## src/rtl/array_or_merge_pkg.sv

```systemverilog
// Shared types and default sizes for the wired-OR array merge pipeline.
// Optional statistics counters are enabled with ARRAY_OR_MERGE_STATS_EN.
package array_or_merge_pkg;

   localparam int DEF_CH     = 4;
   localparam int DEF_ROWS   = 2;
   localparam int DEF_COLS   = 3;
   localparam int DEF_W      = 3;
   localparam int FIFO_DEPTH = 2;

   typedef logic [DEF_W-1:0] word_t;

   typedef enum logic [1:0] {
      EMPTY_HIST,
      STREAM,
      REPLAY
   } state_e;

endpackage

```

## src/rtl/array_or_reduce.sv

```systemverilog
// Combinational masked bitwise OR of CH channel arrays (wor-style resolution).
// An all-zero mask resolves to an all-zero array.
module array_or_reduce
   import array_or_merge_pkg::*;
#(
   parameter int CH   = DEF_CH,
   parameter int ROWS = DEF_ROWS,
   parameter int COLS = DEF_COLS,
   parameter int W    = DEF_W
) (
   input  logic [CH-1:0][ROWS-1:0][COLS-1:0][W-1:0] in_data_i,
   input  logic [CH-1:0]                            ch_mask_i,
   output logic [ROWS-1:0][COLS-1:0][W-1:0]         merged_o
);

   always_comb begin
      // NOTE: default assigned first so every path drives merged_o and no latch is inferred.
      merged_o = '0;
      for (int ch = 0; ch < CH; ch++) begin
         if (ch_mask_i[ch]) begin
            merged_o = merged_o | in_data_i[ch];
         end
      end
   end

endmodule

```

## src/rtl/array_or_merge_pipe.sv

```systemverilog
// Masked OR merge of CH arrays into a 2-entry valid/ready FIFO, with a replay
// mode re-emitting the last delivered array. Stats ports: ARRAY_OR_MERGE_STATS_EN.
module array_or_merge_pipe
   import array_or_merge_pkg::*;
#(
   parameter int CH   = DEF_CH,
   parameter int ROWS = DEF_ROWS,
   parameter int COLS = DEF_COLS,
   parameter int W    = DEF_W
) (
   input  logic                                     clk,
   input  logic                                     rst,
   input  logic                                     in_valid,
   output logic                                     in_ready,
   input  logic [CH-1:0][ROWS-1:0][COLS-1:0][W-1:0] in_data,
   input  logic [CH-1:0]                            ch_mask,
   input  logic                                     replay,
   output logic                                     out_valid,
   input  logic                                     out_ready,
   output logic [ROWS-1:0][COLS-1:0][W-1:0]         out_data,
   output logic                                     out_zero,
   output logic [1:0]                               fill
`ifdef ARRAY_OR_MERGE_STATS_EN
   ,
   output logic [15:0]                              stat_in_cnt,
   output logic [15:0]                              stat_replay_cnt,
   output logic [15:0]                              stat_zero_cnt
`endif
);

   typedef logic [ROWS-1:0][COLS-1:0][W-1:0] arr_t;

   arr_t   merged;
   arr_t   mem_q [FIFO_DEPTH];
   arr_t   replay_q;
   arr_t   head;
   logic [$clog2(FIFO_DEPTH)-1:0] rd_ptr_q, wr_ptr_q;
   logic [1:0] fill_q;
   state_e state_q, state_d;
   logic   push, pop, out_xfer;

   array_or_reduce #(.CH(CH), .ROWS(ROWS), .COLS(COLS), .W(W)) u_reduce (
      .in_data_i (in_data),
      .ch_mask_i (ch_mask),
      .merged_o  (merged)
   );

   always_comb begin
      head      = mem_q[rd_ptr_q];
      out_valid = !rst && ((state_q == REPLAY) || (fill_q != 2'd0));
      out_data  = '0;
      if (out_valid) begin
         out_data = (state_q == REPLAY) ? replay_q : head;
      end
      out_zero  = out_valid && (out_data == '0);
      // Entering REPLAY needs an empty buffer, so the entry cycle refuses new input.
      in_ready  = !rst && ((fill_q < 2'd2) || out_ready) && (state_q != REPLAY)
                  && !(replay && (fill_q == 2'd0) && (state_q != EMPTY_HIST));
      push      = in_valid && in_ready;
      out_xfer  = out_valid && out_ready;
      pop       = out_xfer && (state_q != REPLAY);
      fill      = fill_q;
   end

   always_comb begin
      state_d = state_q;
      unique case (state_q)
         EMPTY_HIST: if (out_xfer)                      state_d = STREAM;
         STREAM:     if (replay && (fill_q == 2'd0))    state_d = REPLAY;
         REPLAY:     if (!replay)                       state_d = STREAM;
         default:                                       state_d = EMPTY_HIST;
      endcase
   end

   always_ff @(posedge clk) begin
      // NOTE: non-blocking assignments so every register samples pre-edge values.
      if (rst) begin
         state_q  <= EMPTY_HIST;
         fill_q   <= 2'd0;
         rd_ptr_q <= '0;
         wr_ptr_q <= '0;
         replay_q <= '0;
      end else begin
         state_q <= state_d;
         fill_q  <= fill_q + 2'(push) - 2'(pop);
         if (push) wr_ptr_q <= wr_ptr_q + 1'b1;
         if (pop)  rd_ptr_q <= rd_ptr_q + 1'b1;
         if (out_xfer) replay_q <= out_data;
      end
   end

   // NOTE: storage is not reset; fill_q gates every read, so stale entries are never seen.
   always_ff @(posedge clk) begin
      if (push) mem_q[wr_ptr_q] <= merged;
   end

`ifdef ARRAY_OR_MERGE_STATS_EN
   always_ff @(posedge clk) begin
      if (rst) begin
         stat_in_cnt     <= 16'd0;
         stat_replay_cnt <= 16'd0;
         stat_zero_cnt   <= 16'd0;
      end else begin
         if (push)                            stat_in_cnt     <= stat_in_cnt + 16'd1;
         if (out_xfer && (state_q == REPLAY)) stat_replay_cnt <= stat_replay_cnt + 16'd1;
         if (out_xfer && out_zero)            stat_zero_cnt   <= stat_zero_cnt + 16'd1;
      end
   end
`endif

endmodule

```

## config.mk

```make
export PLATFORM = sky130hd
export DESIGN_NAME = array_or_merge_pipe
export DESIGN_NICKNAME = d
export VERILOG_FILES = /design/src/rtl/array_or_merge_pkg.sv /design/src/rtl/array_or_reduce.sv /design/src/rtl/array_or_merge_pipe.sv
export SDC_FILE = /design/constraint.sdc
export NUM_CORES = 1
export LEC_CHECK = 0
export ABC_AREA = 1
export BUFFER_PORTS_ARGS = -buffer_cell sky130_fd_sc_hd__buf_2
export CAP_MARGIN = 20
export CORE_MARGIN = 2
export CORE_UTILIZATION = 49
export CTS_CLUSTER_SIZE = 28
export DETAILED_ROUTE_END_ITERATION = 7
export PLACE_DENSITY_LB_ADDON = 0.12
export RECOVER_POWER = 100
export SLEW_MARGIN = 30
export SYNTH_ARGS = -nofsm -noshare
export SYNTH_HDL_FRONTEND = slang
export SYNTH_SLANG_ARGS = --single-unit
export TNS_END_PERCENT = 100
```

## constraint.sdc

```tcl
create_clock -name clk -period 4.9 [get_ports clk]
set_input_delay 0.49 -clock clk [delete_from_list [all_inputs] [get_ports clk]]
set_output_delay 0.49 -clock clk [all_outputs]
set_load 0.02 [all_outputs]
```

== Yosys cells after proc, flatten, opt, wreduce, memory -nomap -nowiden ==
Memory sizes are Yosys's and may differ from the RTL's. A register that Yosys moved wholly into a read port is not among the register bits.
Cells that the tools add are included.

* Memories kept: 1
* Flip-flop bits (word level): 24
* Output and inout port bits: 23
* Bits in writable memories: 36

{| class="wikitable"
|+ Memories
! name !! depth !! width !! rd ports !! clocked after memory_dff !! write ports !! RTL line !! text
|-
| mem_q || 2 || 18 || 1 || 1 || 1 || array_or_merge_pipe.sv:34 || <nowiki>arr_t mem_q [FIFO_DEPTH];</nowiki>
|}

* $add $sub $neg: 4
* $lt $le $gt $ge: 1
* Reductions and logical operators: 20
* Bitwise logic cells: 3
* Muxes and demuxes: 14
* Eq/ne operators: 6

{| class="wikitable"
|+ Operators by type and width
! kind !! number
|-
| two-way mux 18 bit || 6
|-
| OR 18 bit || 3
|-
| zero test 18 bit || 1
|-
| logical AND 1 bit || 10
|-
| inequality test 2 bit (second input constant) || 4
|-
| two-way mux 2 bit || 3
|-
| case mux 2 bit (3 select lines) || 1
|-
| zero test 2 bit || 2
|-
| two-way mux 1 bit || 4
|-
| nonzero test 2 bit || 2
|-
| AND reduction 3 bit || 1
|-
| adder 1 bit (second input constant) || 2
|-
| adder 2 x 1 -> 2 bit || 1
|-
| equality test 2 x 1 -> 1 bit (second input constant) || 1
|-
| equality test 2 bit (second input constant) || 1
|-
| zero test 1 bit || 2
|-
| logical OR 1 bit || 2
|-
| less-than comparator 2 bit (second input constant) || 1
|-
| subtractor 2 x 1 -> 2 bit || 1
|}

== Logic depth before layout (Yosys ltp) ==
Gate-level depths: netlist of the first run.

* Depth after elaboration: 8
* Depth in mapped cells: 14

== Hierarchy ==
A second synthesis of the first run with hierarchy kept.

* Cells, all modules: 505
* Area, all modules: 3517.1 sq um

{| class="wikitable"
|+ By module, submodules not included
! module !! cells an instance !! sequential area each (sq um) !! instances !! area each (sq um)
|-
| array_or_merge_pipe || 335 || 1581.5 || 1 || 2792.7
|-
| array_or_reduce || 170 || 0.0 || 1 || 724.4
|}

== Worst setup path before layout of the first run ==
No wires, ideal clock.

* Path kind: input -> register
* Start: input port rst
* End: memory mem_q[1][0] (netlist bit) (enable)
* Data arrival time: 1959 ps
* Setup time: 394 ps
* Cell stages on the path: 7
* Required time: 4506 ps
* Setup slack: 2547 ps
* Buffers on the path: 2
* Path through: buf_6 -> inv_2 -> buf_6 -> nand2_1 -> a21oi_2 -> nand3_1 -> nor2_1

* Cells in the longest elaborated chain, start to end: 7

{| class="wikitable"
|+ Ends and longest elaborated chain
! element !! RTL line !! text
|-
| from (decl) || array_or_merge_pipe.sv:12 || <nowiki>input logic rst,</nowiki>
|-
| zero test 1 bit || array_or_merge_pipe.sv:57 || <nowiki>in_ready = !rst && ((fill_q < 2'd2) || out_ready) && (state_q != REPLAY)</nowiki>
|-
| logical AND 1 bit (2 in a row) || array_or_merge_pipe.sv:57 ||
|-
| logical AND 1 bit || array_or_merge_pipe.sv:58 || <nowiki>&& !(replay && (fill_q == 2'd0) && (state_q != EMPTY_HIST));</nowiki>
|-
| logical AND 1 bit || array_or_merge_pipe.sv:59 || <nowiki>push = in_valid && in_ready;</nowiki>
|-
| two-way mux 1 bit || array_or_merge_pipe.sv:94 || <nowiki>if (push) mem_q[wr_ptr_q] <= merged;</nowiki>
|-
| two-way mux 1 bit (not written as such) || array_or_merge_pipe.sv:94 ||
|-
| to (decl) || array_or_merge_pipe.sv:34 ||
|}

Every way passes these cells.

== Worst setup path after layout of the first run ==
* Start: register state_q[0]
* End: output port out_zero

* Cells in the longest elaborated chain, start to end: 6

{| class="wikitable"
|+ Ends and longest elaborated chain
! element !! RTL line !! text
|-
| from (decl) || array_or_merge_pipe.sv:39 || <nowiki>state_e state_q, state_d;</nowiki>
|-
| from (signal assigned) || array_or_merge_pipe.sv:84 || <nowiki>state_q <= state_d;</nowiki>
|-
| equality test 2 bit (*) || array_or_merge_pipe.sv:50, array_or_merge_pipe.sv:53 ||
|-
| logical OR 1 bit || array_or_merge_pipe.sv:50 || <nowiki>out_valid = !rst && ((state_q == REPLAY) || (fill_q != 2'd0));</nowiki>
|-
| logical AND 1 bit || array_or_merge_pipe.sv:50 ||
|-
| two-way mux 18 bit || array_or_merge_pipe.sv:52 || <nowiki>if (out_valid) begin</nowiki>
|-
| zero test 18 bit || array_or_merge_pipe.sv:55 || <nowiki>out_zero = out_valid && (out_data == '0);</nowiki>
|-
| logical AND 1 bit (*) || array_or_merge_pipe.sv:55 ||
|-
| to (decl) || array_or_merge_pipe.sv:21 || <nowiki>output logic out_zero,</nowiki>
|}

Mark *: on every way between the ends. The rest lies on a longest branch, timed or not.

==> results of run 1 <==
## metrics by stage
| step | setup slack [ns] | area [µm²] | hold WS, ns |
|---|---|---|---|
| after CTS | 2.09 | 3920 | 0.414 |
| after detailed placement | 2.47 | 3720 | 0.469 |
| after global placement | 2.54 | 3720 | 0.459 |
| final | 1.39 | 3830 | 0.434 |
| after global routing | 1.02 | 3830 | 0.432 |
| after floorplan | 2.55 | 3220 | 0.437 |
## layout make-up
type                       instances  area share [%]
multi-input combinational        288            33.0
tap                               77            2.51
sequential                        61            41.3
clock inverter                     6            1.67
clock buffer                      10            3.33
timing repair buffer             105            13.0
inverter                          53            5.22
## routing by layer
metal  GRT usage, %  part of all wire [%]  wire length (µm)
met4           7.79                   2.3               163
met3           4.57                   6.3               440
met1           27.4                    48              3360
met2           31.0                    43              2990
met5              0                     0                 0
## worst reg2reg max path: stages, from the launching register on
cell	delay, ns
dfxtp_1	0.34
inv_1	0.10
nand2_1	0.40
nand2_1	0.18
nand2_1	0.19
nor2_1	0.52
nand2_1	0.17
inv_1	0.10
ha_1	0.22
inv_1	0.05
ha_1	0.14
xor2_1	0.18
o21ai_0	0.09
a21oi_1	0.12
## cell families (layout without fill, tap and decap cells)
group                    after synthesis  count (layout)  share of synthesized area (%)
AO/OA/AOI/OAI                         31              31                           5.17
XOR/XNOR                               2               2                          0.544
AND/OR/NAND/NOR                      253             253                           34.4
adder cells (fa/ha/maj)                2               2                          0.777
flip-flops                            61              61                           49.1
buffers and inverters                 74             174                           9.99
## cells in the final DEF, fill, tap and decap left out
master      instances
inv_1              51
inv_2               1
edfxtp_1           36
o21ai_0            18
nand3_1            35
clkbuf_1           23
buf_2              83
nand4_1            18
ha_1                2
a22oi_1             1
clkbuf_8            9
a31oi_1             2
nor3b_1             1
and2_1              1
clkinv_4            1
o21ai_1             1
a21oi_1             8
or2_2               3
dfxtp_1            25
a211oi_1            1
nand2_1           177
clkinvlp_4          2
nor2_1             17
clkinv_2            2
xor2_1              2
nor2_4              1
bufinv_16           1
clkinvlp_2          1
## sequential cells by signal (all words and copies together) (netlist names), named ones only
register and count:
mem_q 36, fill 2, wr_ptr_q 1, state_q 2, replay_q 18, rd_ptr_q 1
## report_power, final
part / internal (mW) / switching [mW] / total, mW
registers: 0.593 / 0.0280 / 0.621
clock network: 0.234 / 0.192 / 0.425
logic: 0.120 / 0.257 / 0.377
## how the worst min path moves through the flow
stage          cells after the start  slack, ns            to    startpoint
3_3_place_gp                       2       0.46  replay_q[14]  replay_q[14]
2_1_floorplan                      2       0.44  replay_q[17]  replay_q[17]
3_5_place_dp                       2       0.47  replay_q[14]  replay_q[14]
6_report                           2       0.43    state_q[0]           rst
4_1_cts                            2       0.41    state_q[0]           rst
5_1_grt                            2       0.43       fill[0]           rst
==> impl_metrics.json, run 1 <==
{
  "r2r-end": "fill[1]",
  "critPathCapture": "out_zero",
  "num_vias": 2910,
  "crit_start": "state_q[0]",
  "clock_skew_ns": 0.0107,
  "ys_seq_area_share_pct": 49.1,
  "cp.arrival_ns": 3.02,
  "syn-num-nets": 506,
  "cpPeakStageDelay_ns": 0.52,
  "cp.required_ns": 4.41,
  "start_util_pct": 50.7,
  "yosys.area.top_type_share_pct": 33.6,
  "synth_area_leaders": "edfxtp_1 34%, nand2_1 20%, dfxtp_1 16%, inv_1 5.7%, nand3_1 5.4%",
  "grt_max_degree": 29,
  "post-route-period-util_pct": 71.6,
  "diodes": 0,
  "clk_path_buf_depth": 2,
  "cp_cell_sequence": "inv_1 > nand2_1 > nand2_1 > nand2_1 > clkinvlp_2 > nand2_1 > nand2_1 > nor2_1 > nand2_1 > nor2_1 > buf_2",
  "syn_area_mm2": 0.00322,
  "finalPower_mw": 1.42,
  "path_class": "flop to primary output",
  "relSlewSlack_pct": 26.1,
  "post_cts_buffers": 0,
  "rsz0062_at_grt": "false",
  "clkSlewWorstSetupHoldPaths_ns": 0.07,
  "cap_viol_max_count": 0,
  "row_count": 29,
  "r2r_slack_ns": 2.05,
  "cts_buffers": 9,
  "synth_edf_count": 36,
  "areaGrowthSynthToFinish_pct": 19.1,
  "cp-end-kind": "primary output",
  "drc": 0,
  "ios": 104,
  "cp.depth": 11,
  "die_w_um": 85.0,
  "dr.pass1.iters": 4,
  "post_drt_via_cell_ratio": 4.85,
  "wl_um": 6950,
  "ant_nets": 0,
  "yosys_register_bits": 61,
  "cts_tree": "yes",
  "register_area_mm2": 0.00158,
  "grt_pass1_vias": 2646,
  "period_minus_slack_ns": 3.51,
  "cp_num_buf_inv": 3,
  "grt_util_all_layers_pct": 20.0,
  "postCtsHoldBufs": 0,
  "critPathLaunchType": "flop",
  "setup_violations": 0,
  "tightestPinTransition_ns": 1.11,
  "fin_setup_tns_ns": 0,
  "path_common_cell": "nand2_1",
  "synthTopCellsByCount": "172 x nand2_1, 49 x inv_1, 36 x edfxtp_1, 35 x nand3_1, 25 x dfxtp_1",
  "maxSlewViolCount": 0,
  "max_freq_ghz": 0.285,
  "leakage_nw": 1.91,
  "grt_antenna_before_repair": 0,
  "netlist_instances": 423,
  "clk_latency_ns": 0.34,
  "drive_above_1_share_pct": 19.9,
  "final_cells": 600,
  "power_density_mw_per_mm2": 371,
  "yosys_warnings": 0,
  "final_util_pct": 60.4,
  "synth_most_common_cell": "nand2_1",
  "yosys.cell_types.count": 31,
  "yosys.area.top_type": "edfxtp_1",
  "finalHoldViolCount": 0,
  "synth_ff_type": "edfxtp_1",
  "cp_top_family": "simple AND/OR/NAND/NOR gates",
  "place.gp.congestion": 0.815,
  "fillers": 597,
  "cts.repair.resized": 0,
  "cts_num_sinks": 61,
  "fin_nets": 601,
  "status": "finished, final reports clean",
  "cts.htree.levels": 3,
  "wl_per_cell_um": 11.6,
  "syn-mean-instance-area_um2": 7.61,
  "vdd_drop_max_v": 0.000228,
  "multi_input_comb_area_mm2": 0.00126,
  "gr-total-overflow": 0,
  "die-height_um": 85.0,
  "numPortBuffers": 103,
  "drt_iter0_drc": 114,
  "cts.root.buffer_cell": "clkbuf_8",
  "reg2reg_from": "state_q[0]",
  "hpwl_um": 5330,
  "crit_slowest_cell": "clkinvlp_2",
  "coreArea_mm2": 0.00635,
  "postSynth.asyncResetShare_pct": 0,
  "hp-class": "input pin to flop",
  "die_area_mm2": 0.00723,
  "path_max_fanout": 23,
  "grt_first_pass_wirelength_um": 11600,
  "place_inst": 584,
  "ff2ff_path_depth": 13
}
Power figures use the tool's default switching activity.
==> run 2, diff against run 1 <==
--- a/config.mk
+++ b/config.mk
@@ -9,7 +9,7 @@
 export BUFFER_PORTS_ARGS = -buffer_cell sky130_fd_sc_hd__buf_2
 export CAP_MARGIN = 20
 export CORE_MARGIN = 2
-export CORE_UTILIZATION = 49
+export CORE_UTILIZATION = 46
 export CTS_CLUSTER_SIZE = 28
 export DETAILED_ROUTE_END_ITERATION = 7
 export PLACE_DENSITY_LB_ADDON = 0.12
==> constraint.sdc (replaced) <==
create_clock -name clk -period 3.2 [get_ports clk]
set_input_delay 0.32 -clock clk [delete_from_list [all_inputs] [get_ports clk]]
set_output_delay 0.32 -clock clk [all_outputs]
set_load 0.02 [all_outputs]
==> run 2 against run 1 <==
Combinational power up 55%. Highest routed layer unchanged. Register-to-register slack worse by 1.4 ns. Via count grew 0.45%. Cell area is 1.1% higher. Critical path depth shrank 2.
==> impl_metrics.json, run 2 (synthesis gave the netlist of run 1 again) <==
{
  "dpl_worst_slack_ns": 0.860,
  "drc": 0,
  "whs_ns": 0.263,
  "place.gp.congestion": 0.819,
  "cts_buffers": 9,
  "critPathLaunchType": "flop",
  "cts_tree": "yes",
  "hpwl_um": 5310,
  "grt_first_pass_wirelength_um": 11100,
  "dr.pass1.iters": 4,
  "num_vias": 2923,
  "post_cts_buffers": 0,
  "final_cell_mix": "174 x nand2_1, 80 x buf_2, 51 x inv_1",
  "coreArea_mm2": 0.00679,
  "cts_num_sinks": 61,
  "clk_path_buf_depth": 2,
  "grt_max_degree": 29,
  "cp-end-kind": "primary output",
  "drive_above_1_share_pct": 20.1,
  "fin_setup_tns_ns": 0,
  "cap_viol_max_count": 0,
  "die-height_um": 87.6,
  "wl_um": 7050,
  "ios": 104,
  "r2r-end": "fill[1]",
  "ant_nets": 0,
  "vdd_drop_max_v": 0.000181,
  "gr-total-overflow": 0,
  "setup_slack_ns": 0.432,
  "clk_latency_ns": 0.34,
  "ff2ff_path_depth": 13,
  "postCtsHoldBufs": 0,
  "post-route-period-util_pct": 86.5,
  "holdPathEnd": "replay_q[17]",
  "reg2reg_from": "state_q[0]",
  "start_util_pct": 47.4,
  "diodes": 0,
  "rsz0062_at_grt": "false",
  "hp-class": "input pin to flop",
  "cp.arrival_ns": 2.45,
  "path_class": "flop to primary output",
  "leakage_nw": 1.91,
  "path_max_fanout": 21,
  "final_common_cell": "nand2_1",
  "grt_util_all_layers_pct": 18.5,
  "hold_start": "rst",
  "period_minus_slack_ns": 2.77,
  "tightestPinTransition_ns": 1.09,
  "setup_violations": 0,
  "fin_nets": 601,
  "die_area_mm2": 0.00768,
  "max_flop_register": "mem_q",
  "clkSlewWorstSetupHoldPaths_ns": 0.08,
  "wl_per_cell_um": 11.4,
  "cts.htree.levels": 3,
  "grt_pass1_vias": 2462,
  "relSlewSlack_pct": 26.8,
  "maxSlewViolCount": 0,
  "status": "finished, final reports clean",
  "numPortBuffers": 103,
  "grt_antenna_before_repair": 0,
  "die_w_um": 87.6,
  "finalHoldViolCount": 0,
  "largestRegisters": "mem_q: 36 flops, replay_q: 18 flops",
  "drt_iter0_drc": 160,
  "r2r_slack_ns": 0.62,
  "cts.repair.resized": 0,
  "areaGrowthSynthToFinish_pct": 20.4,
  "clock_skew_ns": 0.0133,
  "row_count": 30,
  "cp.required_ns": 2.88,
  "post_drt_via_cell_ratio": 4.72,
  "cts.root.buffer_cell": "clkbuf_8",
  "largest_reg_flops": 36,
  "power_density_mw_per_mm2": 572,
  "max_freq_ghz": 0.361,
  "hold_depth": 2
}
-- run 2: cell count changes in the layout (fill, tap and decap cells not counted), sizes merged --
cell,previous run,this run
buf,83,80
clkbuf,32,35
clkinv,3,2
inv,52,53
-- run 2: area by class of cell --
type                            instances  area, µm²
Multi-Input combinational cell        288       1280
Inverter                               53        201
Sequential cell                        61       1580
Clock inverter                          6       62.6
Timing Repair Buffer                  105        494
Tap cell                               96        120
Clock buffer                           10        138
Fill cell                             653       2920
-- run 2: worst max-delay path by stage --
stage	start	to	slack, ns
after CTS	flop	out_zero	0.48
final	flop	out_zero	0.43
after floorplan	rst	mem_q[1][0]	1.02
after detailed placement	flop	out_zero	0.86
after global placement	flop	out_zero	0.91
after global routing	flop	out_zero	0.12
-- run 2: report_power, final --
group	internal [mW]	switching (mW)	total [mW]
Clock	0.377	0.303	0.680
Combinational	0.186	0.399	0.585
Sequential	0.907	0.0449	0.952
-- run 2: critical path, stage by stage (launching register included) --
cell and delay, ns:
dfxtp_1 0.73, inv_1 0.41, nand2_1 0.14, nand3_1 0.08
o21ai_0 0.12, nand3_1 0.10, nor2_1 0.16, nand2_1 0.07
nor2_1 0.08, clkbuf_1 0.23
-- run 2: metrics by stage --
stage                     total power [mW]  area [µm²]  cells  util [%]
after floorplan                       1.42        3220    423         -
after global placement                1.59        3750    603      55.2
after detailed placement              1.60        3750    603      55.2
after CTS                             2.28        3950    619      58.1
after global routing                  2.35        3870    619      57.0
final                                 2.22        3870    619      57.0
-- run 2: layer usage --
| layer | part of all wire, % | track usage (%) | wire [µm] |
|---|---|---|---|
| met1 | 49 | 26.6 | 3490 |
| met5 | 0 | 0 | 0 |
| met2 | 42 | 27.6 | 2960 |
| met4 | 1.9 | 8.39 | 133 |
| met3 | 6.6 | 2.92 | 465 |
